===== src/rtl/wishbone_arbiter_2to1.sv =====
// Two-master to one-slave Wishbone arbiter.
// Grants go round-robin on ties, a grant is never pre-empted, and a granted
// strobe that waits too long for a slave ack is cut off with an err pulse.
module wishbone_arbiter_2to1 #(
  parameter int TO_CYCLES = 64,
  parameter int CNT_W     = 10
) (
  input  logic        clk_i,
  input  logic        rst_n,
  // master 0
  input  logic [31:0] m0_addr_i,
  input  logic [31:0] m0_data_i,
  output logic [31:0] m0_data_o,
  input  logic        m0_we_i,
  input  logic        m0_stb_i,
  input  logic        m0_cyc_i,
  input  logic [3:0]  m0_sel_i,
  output logic        m0_ack_o,
  output logic        m0_err_o,
  // master 1
  input  logic [31:0] m1_addr_i,
  input  logic [31:0] m1_data_i,
  output logic [31:0] m1_data_o,
  input  logic        m1_we_i,
  input  logic        m1_stb_i,
  input  logic        m1_cyc_i,
  input  logic [3:0]  m1_sel_i,
  output logic        m1_ack_o,
  output logic        m1_err_o,
  // shared slave
  output logic [31:0] s_addr_o,
  output logic [31:0] s_data_o,
  input  logic [31:0] s_data_i,
  output logic        s_we_o,
  output logic        s_stb_o,
  output logic        s_cyc_o,
  output logic [3:0]  s_sel_o,
  input  logic        s_ack_i
);

  localparam logic [1:0] IDLE = 2'd0;
  localparam logic [1:0] GNT0 = 2'd1;
  localparam logic [1:0] GNT1 = 2'd2;

  localparam logic [CNT_W-1:0] TO_LAST = CNT_W'(TO_CYCLES - 1);
  localparam logic [CNT_W-1:0] CNT_MAX = {CNT_W{1'b1}};

  logic [1:0]       state_reg, state_next;
  logic             last_reg, last_next;
  logic [CNT_W-1:0] cnt_reg, cnt_next;

  logic [1:0] granted;
  logic [1:0] m_stb;
  logic [1:0] m_cyc;
  logic [1:0] m_ack;
  logic [1:0] m_err;
  logic       act_stb;
  logic       timeout;

  assign m_stb   = {m1_stb_i, m0_stb_i};
  assign m_cyc   = {m1_cyc_i, m0_cyc_i};
  assign granted = {state_reg == GNT1, state_reg == GNT0};

  // A strobe only counts as a live request when its own cyc is also high.
  assign act_stb = |(granted & m_stb & m_cyc);
  // Ack beats the timeout when both land on the same cycle.
  assign timeout = act_stb && !s_ack_i && (cnt_reg == TO_LAST);

  // Per-master ack/err routing: only the granted master ever sees either.
  for (genvar gi = 0; gi < 2; gi++) begin : g_route
    assign m_ack[gi] = s_ack_i & granted[gi];
    assign m_err[gi] = timeout & granted[gi];
  end

  assign m0_ack_o  = m_ack[0];
  assign m1_ack_o  = m_ack[1];
  assign m0_err_o  = m_err[0];
  assign m1_err_o  = m_err[1];
  assign m0_data_o = s_data_i;
  assign m1_data_o = s_data_i;

  // Next grant: hold while the owner keeps cyc, hand over without an idle gap.
  always_comb begin
    state_next = state_reg;
    case (state_reg)
      IDLE: begin
        if (m0_cyc_i && m1_cyc_i) state_next = last_reg ? GNT0 : GNT1;
        else if (m0_cyc_i)        state_next = GNT0;
        else if (m1_cyc_i)        state_next = GNT1;
      end
      GNT0: begin
        if (!m0_cyc_i) state_next = m1_cyc_i ? GNT1 : IDLE;
      end
      GNT1: begin
        if (!m1_cyc_i) state_next = m0_cyc_i ? GNT0 : IDLE;
      end
      default: state_next = IDLE;
    endcase
  end

  // Round-robin pointer remembers whichever master was granted most recently.
  always_comb begin
    last_next = last_reg;
    if (state_next == GNT0) last_next = 1'b0;
    if (state_next == GNT1) last_next = 1'b1;
  end

  // Wait counter: counts unacked live strobe cycles, saturating, cleared by any break.
  always_comb begin
    cnt_next = cnt_reg;
    if ((state_next != state_reg) || !act_stb || s_ack_i || timeout) begin
      cnt_next = '0;
    end else if (cnt_reg != CNT_MAX) begin
      cnt_next = cnt_reg + 1'b1;
    end
  end

  // Slave-side mux; stb/cyc are suppressed on the timeout cycle, everything is 0 when idle.
  always_comb begin
    s_addr_o = '0;
    s_data_o = '0;
    s_we_o   = 1'b0;
    s_sel_o  = '0;
    s_stb_o  = 1'b0;
    s_cyc_o  = 1'b0;
    case (state_reg)
      GNT0: begin
        s_addr_o = m0_addr_i;
        s_data_o = m0_data_i;
        s_we_o   = m0_we_i;
        s_sel_o  = m0_sel_i;
        s_stb_o  = m0_stb_i & ~timeout;
        s_cyc_o  = m0_cyc_i & ~timeout;
      end
      GNT1: begin
        s_addr_o = m1_addr_i;
        s_data_o = m1_data_i;
        s_we_o   = m1_we_i;
        s_sel_o  = m1_sel_i;
        s_stb_o  = m1_stb_i & ~timeout;
        s_cyc_o  = m1_cyc_i & ~timeout;
      end
      default: ;
    endcase
  end

  // State registers; reset drops the bus immediately and favours m0 on the next tie.
  always_ff @(posedge clk_i or negedge rst_n) begin
    if (!rst_n) begin
      state_reg <= IDLE;
      last_reg  <= 1'b1;
      cnt_reg   <= '0;
    end else begin
      state_reg <= state_next;
      last_reg  <= last_next;
      cnt_reg   <= cnt_next;
    end
  end

endmodule


===== config.mk =====
export PLATFORM = sky130hd
export DESIGN_NAME = wishbone_arbiter_2to1
export DESIGN_NICKNAME = d
export VERILOG_FILES = /design/src/rtl/wishbone_arbiter_2to1.sv
export SDC_FILE = /design/constraint.sdc
export NUM_CORES = 1
export LEC_CHECK = 0
export BUFFER_PORTS_ARGS = -buffer_cell sky130_fd_sc_hd__buf_2
export CORE_AREA = 2 2 121 123
export DETAILED_ROUTE_END_ITERATION = 10
export DIE_AREA = 0 0 123 125
export GPL_TIMING_DRIVEN = 0
export PLACE_DENSITY = 0.55
export SLEW_MARGIN = 20
export SYNTH_ARGS = -nofsm -noshare
export SYNTH_HDL_FRONTEND = slang
export SYNTH_SLANG_ARGS = --single-unit

===== constraint.sdc =====
create_clock -name clk_i -period 2.3 [get_ports clk_i]
set_input_delay 0.345 -clock clk_i [delete_from_list [all_inputs] [get_ports clk_i]]
set_output_delay 0.345 -clock clk_i [all_outputs]
set_load 0.02 [all_outputs]

Word level (Yosys, flattened, before mapping). Cells that the tools add are included.

Register bits: 13.

Reductions and logical operators: 12. Multiplexer cells: 19. Bitwise operators: 11. Eq/ne operators: 7. Add/sub/neg operators: 1.

Operator list (count): one-hot mux 32 bit (2 select lines) (2); two-way mux 10 bit (2); two-way mux 2 bit (7); adder 10 x 1 -> 10 bit (second input constant) (1); == test 10 x 6 -> 1 bit (second input constant) (1); != test 10 bit (second input constant) (1); bitwise AND 1 bit (8); one-hot mux 4 bit (2 select lines) (1); one-hot mux 1 bit (2 select lines) (3); one-hot mux 2 bit (3 select lines) (1); bitwise AND 2 bit (2); == test 2 x 1 -> 1 bit (second input constant) (2); == test 2 bit (second input constant) (2); nonzero test 2 bit (2); logical AND 1 bit (3); logical OR 1 bit (3); two-way mux 1 bit (3); logical NOT 1 bit (2); logical NOT 2 bit (1); != test 2 bit (1); OR reduction 2 bit (1); NOT 1 bit (1).

Depth between registers and ports, before layout. Gate-level depths: netlist (run 1).

Depth in word-level cells: 9. Mapped depth: 9.

Worst setup path before layout (run 1). OpenSTA, ideal clock, no wires.

Path type: reg-to-reg. Start: reg state_reg[1]. End: reg last_reg. Buffers on the path: 1. Arrival: 2070 ps. Stages on the path, launching flop included: 10. Setup slack: 147 ps. Path through: dfrtp_1 > inv_1 > ha_1 > buf_2 > inv_1 > o22ai_1 > a21oi_1 > a21oi_1 > ha_1 > mux2_2.

Cells in the longest elaborated chain, start to end: 6.

Ends and longest elaborated chain: from (decl) (RTL line 48) `logic [1:0] state_reg, state_next;`; from (signal assigned) (RTL line 154) `state_reg <= state_next;`; two-way mux 2 bit (RTL line 89) `else if (m1_cyc_i) state_next = GNT1;`; two-way mux 2 bit (RTL line 88) `else if (m0_cyc_i) state_next = GNT0;`; two-way mux 2 bit (RTL line 87) `if (m0_cyc_i && m1_cyc_i) state_next = last_reg ? GNT0 : GNT1;`; one-hot mux 2 bit (3 select lines) (*) (RTL line 85) `case (state_reg)`; named net state_next[1] (RTL line 48); == test 2 bit or == test 2 x 1 -> 1 bit (tied branches) (RTL line 105, 104); two-way mux 1 bit or nonzero test 2 bit (tied branches); to (signal assigned) (RTL line 155) `last_reg <= last_next;`; to (decl) (RTL line 49) `logic last_reg, last_next;`.

The timed path passes the listed nets; every way through them passes the cells marked *. A chain may end at the register's enable or synchronous reset.

Worst setup path after layout (run 1).
Start: reg state_reg[1]. End: out s_we_o.

Cells in the longest elaborated chain, start to end: 2.

Ends and longest elaborated chain: == test 2 bit or == test 2 x 1 -> 1 bit (tied branches) (RTL line 126) `case (state_reg)`; one-hot mux 1 bit (2 select lines) (*) (RTL line 126); to (decl) (RTL line 34) `output logic s_we_o,`.

Mark *: on every way between the ends. The rest lies on a longest branch, timed or not.

==> results of run 1 <==
-- cell usage after synthesis, types with 2 or more instances --
cell,instances
nand3_1,6
o21ai_0,7
and2_1,4
nor2b_1,69
ha_1,6
nand2b_1,3
clkbuf_1,16
or3_1,2
nor4_2,2
buf_1,6
and3_1,2
o22ai_1,2
inv_1,7
nand4_1,3
a21oi_1,4
dfrtp_1,12
mux2i_1,7
buf_4,66
nand2_1,9
nor3_1,12
nor2_1,2
a22oi_1,70
-- cells in the final DEF (no fill, tap or decap), drive strengths merged, types with 3 or more instances in the layout --
master	count
buf	359
a22oi	70
nor2b	69
clkbuf	22
nor3	12
dfrtp	12
nand2	9
mux2i	7
nand3	7
o21ai	7
inv	7
ha	6
and2	5
a21oi	4
nand2b	3
nand4	3
and3	3
-- per-layer routing --
layer	vias to the layer above	part of all wire	wire length, um	GRT usage
met3	4	0.12	1540	0.0547
met5	-	0	0	0
li1	1719	-	-	-
met4	0	0.0013	17	0.00802
met1	1598	0.43	5440	0.198
met2	186	0.45	5800	0.247
-- report_power, final --
group / switching (uW) / leakage [uW] / total (uW) / internal, uW
Combinational: 2260 / 0.00214 / 4000 / 1740
Sequential: 33.0 / 0.000174 / 295 / 262
Clock: 96.4 / 0.0000382 / 330 / 234
Total: 2390 / 0.00236 / 4620 / 2230
-- cell type report --
class,count,share of cell area
multi-input cells,225,0.363
repair buffers,288,0.333
plain buffers,90,0.157
flip-flops and latches,13,0.0725
well taps,184,0.0509
clock buffers,4,0.0174
inverters,7,0.00581
-- worst max-delay path by stage --
stage	from	endpoint	slack, ns	cells after the start
floorplan	state_reg[1]	last_reg	0.15	9
global placement	state_reg[1]	s_we_o	-1.08	6
detailed placement	state_reg[1]	s_we_o	-1.09	6
CTS	state_reg[0]	s_data_o[16]	0.003	7
global route	state_reg[1]	s_data_o[16]	-0.02	7
finish	state_reg[1]	s_we_o	0.08	6
-- worst register-to-register path, delay by kind of cell, from the launching register on --
| family | cells | cell delay, ns |
|---|---|---|
| buffers and inverters | 3 | 0.37 |
| muxes | 1 | 0.27 |
| AOI/OAI and AO/OA | 3 | 0.47 |
| DFF | 1 | 0.47 |
| adders and majority gates | 2 | 0.49 |
-- through the flow --
step,hold slack [ns],cells
detailed placement,0.254,800
finish,0.457,811
global placement,0.251,800
floorplan,0.0494,335
CTS,0.446,807
global route,0.463,811
-- logic make-up (layout without fill, tap and decap cells) --
family	count (synthesis)	count (layout)	synth area share
adders and majority gates	6	6	0.0297
buffers and inverters	97	389	0.246
and+or+nand+nor	118	118	0.285
muxes	9	9	0.0381
DFF	13	13	0.129
AOI/OAI and AO/OA	91	91	0.269
xor gates and xnor gates	1	1	0.00347
-- repair_timing --
action	CTS	global route
endpoints found under the setup margin	84	66
resized for setup	60	18
pin swaps	1	1
buffers inserted	2	4
hold buffers	1	0
hold endpoints to repair	12	0
==> key figures, run 1 <==
Global routing
  – All-Layer GR Usage: 0.151
  – Total global routing overflow: 0
  – Largest net degree at the start of global routing: 14
  – First-pass GRT wire length: 17900 um
  – Initial antenna violation count: 0
  – Vias in the first global route: 3227

Setup path
  – Critical Path Sink Type: output pin
  – FF-to-FF path depth: 9
  – Delay-heaviest family, CP: buffers and inverters
  – Worst EP required: 1.96 ns
  – WS Path Type: reg -> out
  – R2R setup slack: 0.16 ns
  – Worst Path Arrival: 1.87 ns
  – R2R Path Start: state_reg[1]
  – CP max FO: 10
  – Reg2reg end: last_reg
  – Max stage delay on crit path: 0.47 ns
  – CP dominant cell by count: clkbuf_16
  – Startpoint type of the worst setup path: flip-flop
  – Worst path bufs/invs: 3
  – CP max stage cell: dfrtp_2
  – Crit-path cells: ha_4, clkbuf_16, clkbuf_16, a22oi_2, nor2b_2, buf_2

Detailed routing
  – Final WL: 12800 um
  – Detailed Route Iter0 Violations: 109
  – Total number of vias: 3507
  – DRT Pass-1 Iters: 7
  – Avg Vias per Cell: 4.32
  – Post-route DRC: 0
  – Final ANT Viol Nets: 0
  – WL/cell: 15.8 um

Synth
  – Share of the synthesized area in the top cell type: 0.208
  – EDFF count, synth: 0
  – Post-synth cell types: 40
  – Synth area leaders: a22oi_1 (21%), buf_4 (20%), nor2b_1 (17%)
  – Synth Flop Type: dfrtp_1
  – Seq/Total Area, Yosys: 0.129
  – Syn nets: 518
  – YS warnings: 0
  – Post-Syn Instances: 335
  – Asr flop ratio synth: 1.00
  – Syn avg cell area: 7.54 um^2
  – Synth area leader: a22oi_1
  – Post-synthesis register bit count: 13
  – Cell Area, Synth: 2530 um^2

Cells and area
  – Area occupied by multi-input gates: 1640 um^2
  – Max FFs per register: 10
  – Register Area: 328 um^2
  – Share of cells above drive strength 1: 0.644
  – Synthesis-to-layout area growth: 78.9%
  – Number of nets in the layout: 811
  – Post-layout instance area: 4520 um^2
  – Util after Layout: 0.318
  – Fillers: 1570
  – Ant diodes: 0

STA
  – Tmin final: 2.22 ns
  – Slew Viols, Final: 0
  – Setup-failing EPs final: 0
  – Relative slew slack: 0.772
  – Crit share post-route: 0.963
  – Fin Setup TNS: 0 ns
  – Clock Skews: 0.00208 ns
  – Unrepaired setup endpoints after global routing: true
  – Worst setup margin: 0.0843 ns
  – Endpoints failing hold: 0
  – Maximum clock rate: 451 MHz
  – Worst slew pin tran: 0.339 ns

Floorplanning
  – Die height: 125 um
  – # IOs: 316
  – Num rows: 44
  – Core Area: 14200 um^2
  – Initial core utilization: 0.178
  – Die Wd: 123 um
  – Die area: 15400 um^2

Power
  – Pwr Density: 1020 nW/um^2
  – Leak pwr: 0.00236 uW
  – Total power: 4620 uW
  – VDD IR max: 0.000476 V

Clock network
  – # clock sinks: 13
  – CTS buffer count: 3
  – Clk slew on worst S/H paths: 0.05 ns
  – Root Buffer: clkbuf_16
  – Clk_lat worst skew: 0.24 ns
  – Clk buf depth: 2
  – CTS H-tree lvls: 1
  – TritonCTS clock tree: done

Job
  – Max_cap viols: 0

Placed design
  – Routability cong.: 0.761
  – PortBufs: 281
  – Dpl hpwl: 10700 um
  – Dpl cell area: 4160 um^2
  – Dpl ws: -1.09 ns

Status
  – Status: complete, no violations

Hold path
  – Min-delay worst type: in -> reg
  – WHS Path Cells: 3
  – Hold Crit Start: m0_cyc_i
  – Worst Hold End: state_reg[1]
No activity file was read; power rests on OpenSTA's default activity.
==> run 2, diff against run 1 <==
- ABC_AREA: not set -> 1
- CORE_AREA: 2 2 121 123 -> 2 2 122 124
- DIE_AREA: 0 0 123 125 -> 0 0 124 126
- PLACE_DENSITY: 0.55 -> 0.54
==> run 2 against run 1 <==
Against the previous run: clock-buffer cell count is the same; clock skew hardly changed; cell area shrank 3.2%; setup slack improved by 0.010 ns; via count is 4.1% higher; sequential share of layout area is 0.24 points higher.
==> key figures, run 2 <==
Synth
  – Synth top cells by count: nand2_1 (183), a21oi_1 (72), buf_4 (65), inv_1 (25), clkbuf_1 (19)
  – Simple-Gate Fraction of Synth Area: 0.382
  – Mux share of post-synthesis cell area: 0.00463
  – Synth Flop Type: dfrtp_1
  – Synth area leader: nand2_1
  – Cell Area, Synth: 2430 um^2
  – Share of the synthesized area in the top cell type: 0.282
  – Synth area leaders: nand2_1 (28%), buf_4 (20%), a21oi_1 (15%)
  – Asr flop ratio synth: 1.00
  – Syn nets: 623
  – Top-count cell post-synth: nand2_1
  – Main combinational cell family by area after synthesis: simple AND/OR/NAND/NOR gates
  – EDFF count, synth: 0
  – Syn avg cell area: 5.53 um^2
  – Post-Syn Instances: 440
  – Seq/Total Area, Yosys: 0.134
  – Post-synthesis register bit count: 13
  – Post-synthesis adder-cell area fraction: 0.0309
  – XOR/XNOR Fraction of Synth Area: 0.00360
  – Post-synth cell types: 28
  – Post-synthesis compound-gate area fraction: 0.167
  – YS warnings: 0

Detailed routing
  – Total number of vias: 3650
  – DRT Pass-1 Iters: 4
  – Detailed Route Iter0 Violations: 127
  – Post-route DRC: 0
  – Final WL: 13500 um
  – Final ANT Viol Nets: 0
  – WL/cell: 14.6 um
  – Avg Vias per Cell: 3.96

Global routing
  – All-Layer GR Usage: 0.154
  – Total global routing overflow: 0
  – Largest net degree at the start of global routing: 14
  – First-pass GRT wire length: 18500 um
  – Initial antenna violation count: 0
  – Vias in the first global route: 3292

Cells and area
  – Synthesis-to-layout area growth: 80.0%
  – Commonest cells after routing, fill and taps aside: buf_2 (280), nand2_1 (183), buf_4 (78)
  – Ant diodes: 0
  – Number of nets in the layout: 922
  – Final cell count without fillers: 922
  – Max FFs per register: 10
  – Commonest non-fill, non-tap cell in the layout: buf_2
  – Share of cells above drive strength 1: 0.551

STA
  – Maximum clock rate: 453 MHz
  – Setup-failing EPs final: 0
  – Slew Viols, Final: 0
  – Tmin final: 2.21 ns
  – Clock Skews: 0.00228 ns
  – Crit share post-route: 0.959
  – Unrepaired setup endpoints after global routing: true
  – Worst slew pin tran: 0.292 ns
  – Relative slew slack: 0.806
  – Worst setup margin: 0.0943 ns
  – Endpoints failing hold: 0

Power
  – Clock share of power: 0.082
  – Sw Ratio: 0.591
  – Seq pwr share: 0.073
  – Pwr Density: 907 nW/um^2
  – Pint: 1620 uW
  – Leak pwr: 0.00252 uW
  – Psw: 2350 uW
  – VDD IR max: 0.000370 V
  – Comb pwr share: 0.844

Status
  – Status: complete, no violations

Clock network
  – # clock sinks: 13
  – Clk_lat worst skew: 0.24 ns
  – Clk slew on worst S/H paths: 0.04 ns
  – TritonCTS clock tree: done
  – CTS buffer count: 3
  – Clk buf depth: 2
  – CTS H-tree lvls: 1
  – Root Buffer: clkbuf_16

Floorplanning
  – Initial core utilization: 0.170
  – Die Wd: 124 um
  – # IOs: 316
  – Die area: 15600 um^2
  – Num rows: 44
  – Die height: 126 um
  – Core Area: 14300 um^2

Placed design
  – Routability cong.: 0.819
  – PortBufs: 283
  – Dpl ws: -0.389 ns
  – Dpl hpwl: 11400 um
  – Inst Count DP: 907

Hold path
  – Min-delay worst type: in -> async

Setup path
  – Worst EP required: 1.96 ns
  – WS Path Type: reg -> out
  – Critical Path Sink Type: output pin
  – Startpoint type of the worst setup path: flip-flop
  – CP max FO: 10
  – Worst Path Arrival: 1.86 ns

Job
  – Max_cap viols: 0
run 2: cell types whose count changed after synthesis, sizes merged, moves of 6 or more:
cell   delta
a21oi    +68
a22oi    -70
buf       -6
inv      +21
mux2i     -7
nand2   +175
nor2b    -69
run 2: worst paths after layout:
kind / endpoint / slack, ns / cells after the start / from
min: cnt_reg[3] / 0.52 / 2 / rst_n
max: s_data_o[25] / 0.09 / 7 / state_reg[1]
max reg2reg: last_reg / 0.26 / 12 / state_reg[0]
min in group clk_i: cnt_reg[7] / 0.61 / 3 / cnt_reg[7]
min reg2reg: cnt_reg[7] / 0.61 / 3 / cnt_reg[7]
max in group asynchronous: last_reg / 1.51 / 2 / rst_n
run 2: timing repair:
action | in CTS | in global routing
gates cloned | 0 | 1
setup endpoints to repair | 74 | 45
gates resized for setup | 44 | 14
pin swaps | 1 | 2
endpoints found under the hold margin | 12 | 0
buffers inserted | 4 | 6
hold buffers | 1 | 0
run 2: kinds of logic after synthesis:
kind of cell	after synthesis
buffers and inverters	115
adders and majority gates	6
DFF	13
xor gates and xnor gates	1
and+or+nand+nor	224
muxes	1
AOI/OAI and AO/OA	80
run 2: layout make-up:
type | instances | area, um^2
Buffer | 86 | 621
Sequential cell | 13 | 328
Multi-Input combinational cell | 312 | 1480
Inverter | 28 | 105
Tap cell | 184 | 230
Clock buffer | 4 | 78.8
Fill cell | 1659 | 9940
Timing Repair Buffer | 295 | 1530
run 2: worst max-delay path: stages, from the launching register on:
cell and delay [ns]:
dfrtp_2 0.45, inv_2 0.13, ha_4 0.16, clkbuf_4 0.20, buf_6 0.18, nand2_1 0.08, a21oi_2 0.19, buf_4 0.21
run 2: layer usage:
| layer | global-route usage | wire length [um] | vias to the layer above |
|---|---|---|---|
| met3 | 0.0399 | 1300 | 11 |
| met4 | 0.0225 | 140 | 0 |
| met5 | 0 | 0 | - |
| met1 | 0.191 | 5560 | 1568 |
| met2 | 0.271 | 6490 | 143 |
| li1 | - | - | 1928 |
run 2: power groups by stage:
stage	sequential, uW	clock [uW]	combinational (uW)
detailed placement	289	0	3090
finish	291	327	3350
CTS	288	338	3290
global placement	288	0	3100
global route	296	348	3650
floorplan	281	0	1920
run 2: per-stage QoR:
stage	total power [uW]	hold slack [ns]	TNS, ns	area (um^2)	util
floorplan	2200	0.0494	0	2430	-
global placement	3390	0.244	-3.63	4080	0.285
detailed placement	3380	0.248	-2.95	4080	0.285
CTS	3920	0.523	0	4290	0.300
global route	4290	0.554	-0.0216	4380	0.306
finish	3970	0.516	0	4380	0.306
==> run 3, diff against run 2 <==
- PLACE_DENSITY: 0.54 -> 0.46
==> run 3 against run 2 <==
Against the previous run: worst hold slack improved by 0.010 ns; total power increased by 0.56%; critical endpoint is now s_stb_o; global-route usage increased by 2.1 points; clock-buffer cell count unchanged; via count increased by 2.5%; non-clock buffer count decreased by 1; final cell count unchanged; first-iteration DRC count increased by 10%; sequential cell count unchanged.
==> key figures, run 3 (same netlist as run 2, synthesis figures left out) <==
Status
  – Status: complete, no violations

Floorplanning
  – # IOs: 316
  – Die height: 126 um
  – Die Wd: 124 um
  – Die area: 15600 um^2
  – Initial core utilization: 0.170
  – Num rows: 44
  – Core Area: 14300 um^2

Clock network
  – # clock sinks: 13
  – Clk buf depth: 2
  – CTS H-tree lvls: 1
  – Clk slew on worst S/H paths: 0.05 ns
  – TritonCTS clock tree: done
  – Root Buffer: clkbuf_16
  – Clk_lat worst skew: 0.24 ns
  – CTS buffer count: 3

Power
  – Pwr Density: 908 nW/um^2
  – Seq pwr share: 0.073
  – Pint: 1610 uW
  – Comb pwr share: 0.844
  – Psw: 2380 uW
  – VDD IR max: 0.000387 V
  – Leak pwr: 0.00251 uW
  – Clock share of power: 0.083
  – Sw Ratio: 0.597

Setup path
  – WS Path Type: reg -> out
  – CP max FO: 5
  – Worst Path Arrival: 1.87 ns
  – Critical Path Sink Type: output pin
  – Startpoint type of the worst setup path: flip-flop
  – Worst EP required: 1.96 ns

Placed design
  – Dpl ws: -0.397 ns
  – Dpl hpwl: 12900 um
  – Routability cong.: 0.828
  – Inst Count DP: 907
  – PortBufs: 283
  – Dpl cell area: 4080 um^2

STA
  – Fin Setup TNS: 0 ns
  – Worst slew pin tran: 0.328 ns
  – Crit share post-route: 0.964
  – Worst setup margin: 0.0818 ns
  – Endpoints failing hold: 0
  – Slew Viols, Final: 0
  – Unrepaired setup endpoints after global routing: true
  – Tmin final: 2.22 ns
  – Relative slew slack: 0.781
  – Clock Skews: 0.00344 ns
  – Setup-failing EPs final: 0
  – Maximum clock rate: 451 MHz

Global routing
  – Vias in the first global route: 3424
  – Total global routing overflow: 0
  – First-pass GRT wire length: 20600 um
  – Initial antenna violation count: 2
  – Largest net degree at the start of global routing: 14
  – All-Layer GR Usage: 0.175

Detailed routing
  – Detailed Route Iter0 Violations: 140
  – Post-route DRC: 0
  – Total number of vias: 3741
  – Final ANT Viol Nets: 0
  – Avg Vias per Cell: 4.06
  – Final WL: 15100 um
  – DRT Pass-1 Iters: 4
  – WL/cell: 16.4 um

Hold path
  – Min-delay worst type: in -> async

Cells and area
  – Share of cells above drive strength 1: 0.560
  – Max FFs per register: 10
  – Post-layout instance area: 4390 um^2
  – Synthesis-to-layout area growth: 80.7%
  – Commonest non-fill, non-tap cell in the layout: buf_2
  – Register Area: 329 um^2
  – Final cell count without fillers: 922
  – Number of nets in the layout: 921
  – Area occupied by multi-input gates: 1500 um^2
  – Fillers: 1695
  – Commonest cells after routing, fill and taps aside: buf_2 (279), nand2_1 (183), buf_4 (78)

Job
  – Max_cap viols: 0
## run 3: cell types whose count changed in the layout (fill, tap and decap cells not counted), moves of 2 or more
cell / previous run / this run
clkbuf_2: 11 / 13
clkbuf_4: 8 / 6
inv_1: 23 / 21
a21oi_2: 4 / 7
a21oi_1: 68 / 64
## run 3: cell type report
class	instances	share of cell area
flip-flops and latches	13	0.0749
well taps	184	0.0524
diodes	1	0.000569
multi-input cells	312	0.342
inverters	28	0.0245
repair buffers	293	0.346
clock buffers	4	0.0179
plain buffers	87	0.142
## run 3: per-stage QoR
stage	utilization	hold slack (ns)	total power (uW)
after floorplan	-	0.0494	2200
after global placement	0.285	0.258	3410
after detailed placement	0.285	0.257	3390
after CTS	0.302	0.530	3980
after global routing	0.307	0.549	4330
final	0.307	0.527	3990
## run 3: per-layer routing
layer / wire length, um / GRT usage
met2: 7230 / 0.296
met4: 119 / 0.0212
met5: 13 / 0
met3: 1220 / 0.0344
met1: 6550 / 0.236
## run 3: final timing paths
| check | cells past startpoint | endpoint | startpoint | slack [ns] |
|---|---|---|---|---|
| min in group clk_i | 3 | cnt_reg[7] | cnt_reg[7] | 0.61 |
| worst min-delay path | 2 | cnt_reg[7] | rst_n | 0.53 |
| worst max-delay path | 10 | s_stb_o | state_reg[1] | 0.08 |
| worst min register to register | 3 | cnt_reg[7] | cnt_reg[7] | 0.61 |
| worst max register to register | 11 | last_reg | state_reg[0] | 0.29 |
| max in group asynchronous | 2 | last_reg | rst_n | 1.48 |
## run 3: repair_timing
action	CTS	global route
cloned	1	1
endpoints found under the setup margin	75	43
resized for setup	46	20
hold endpoints to repair	12	0
buffers inserted	3	4
hold buffers	1	0
pin swaps	0	4
## run 3: worst max-delay path: stages (launching register included)
cell	delay, ns
dfrtp_2	0.44
buf_12	0.14
ha_4	0.16
buf_6	0.13
nand2_1	0.07
inv_2	0.04
nand2_1	0.05
a21o_1	0.16
nor2_4	0.05
nor3_1	0.17
buf_2	0.21
## run 3: power by group through the flow
stage               clock network, uW  logic, uW  registers, uW
floorplan                           0       1920            281
CTS                               343       3350            288
global route                      354       3680            295
finish                            332       3370            290
global placement                    0       3120            290
detailed placement                  0       3100            289
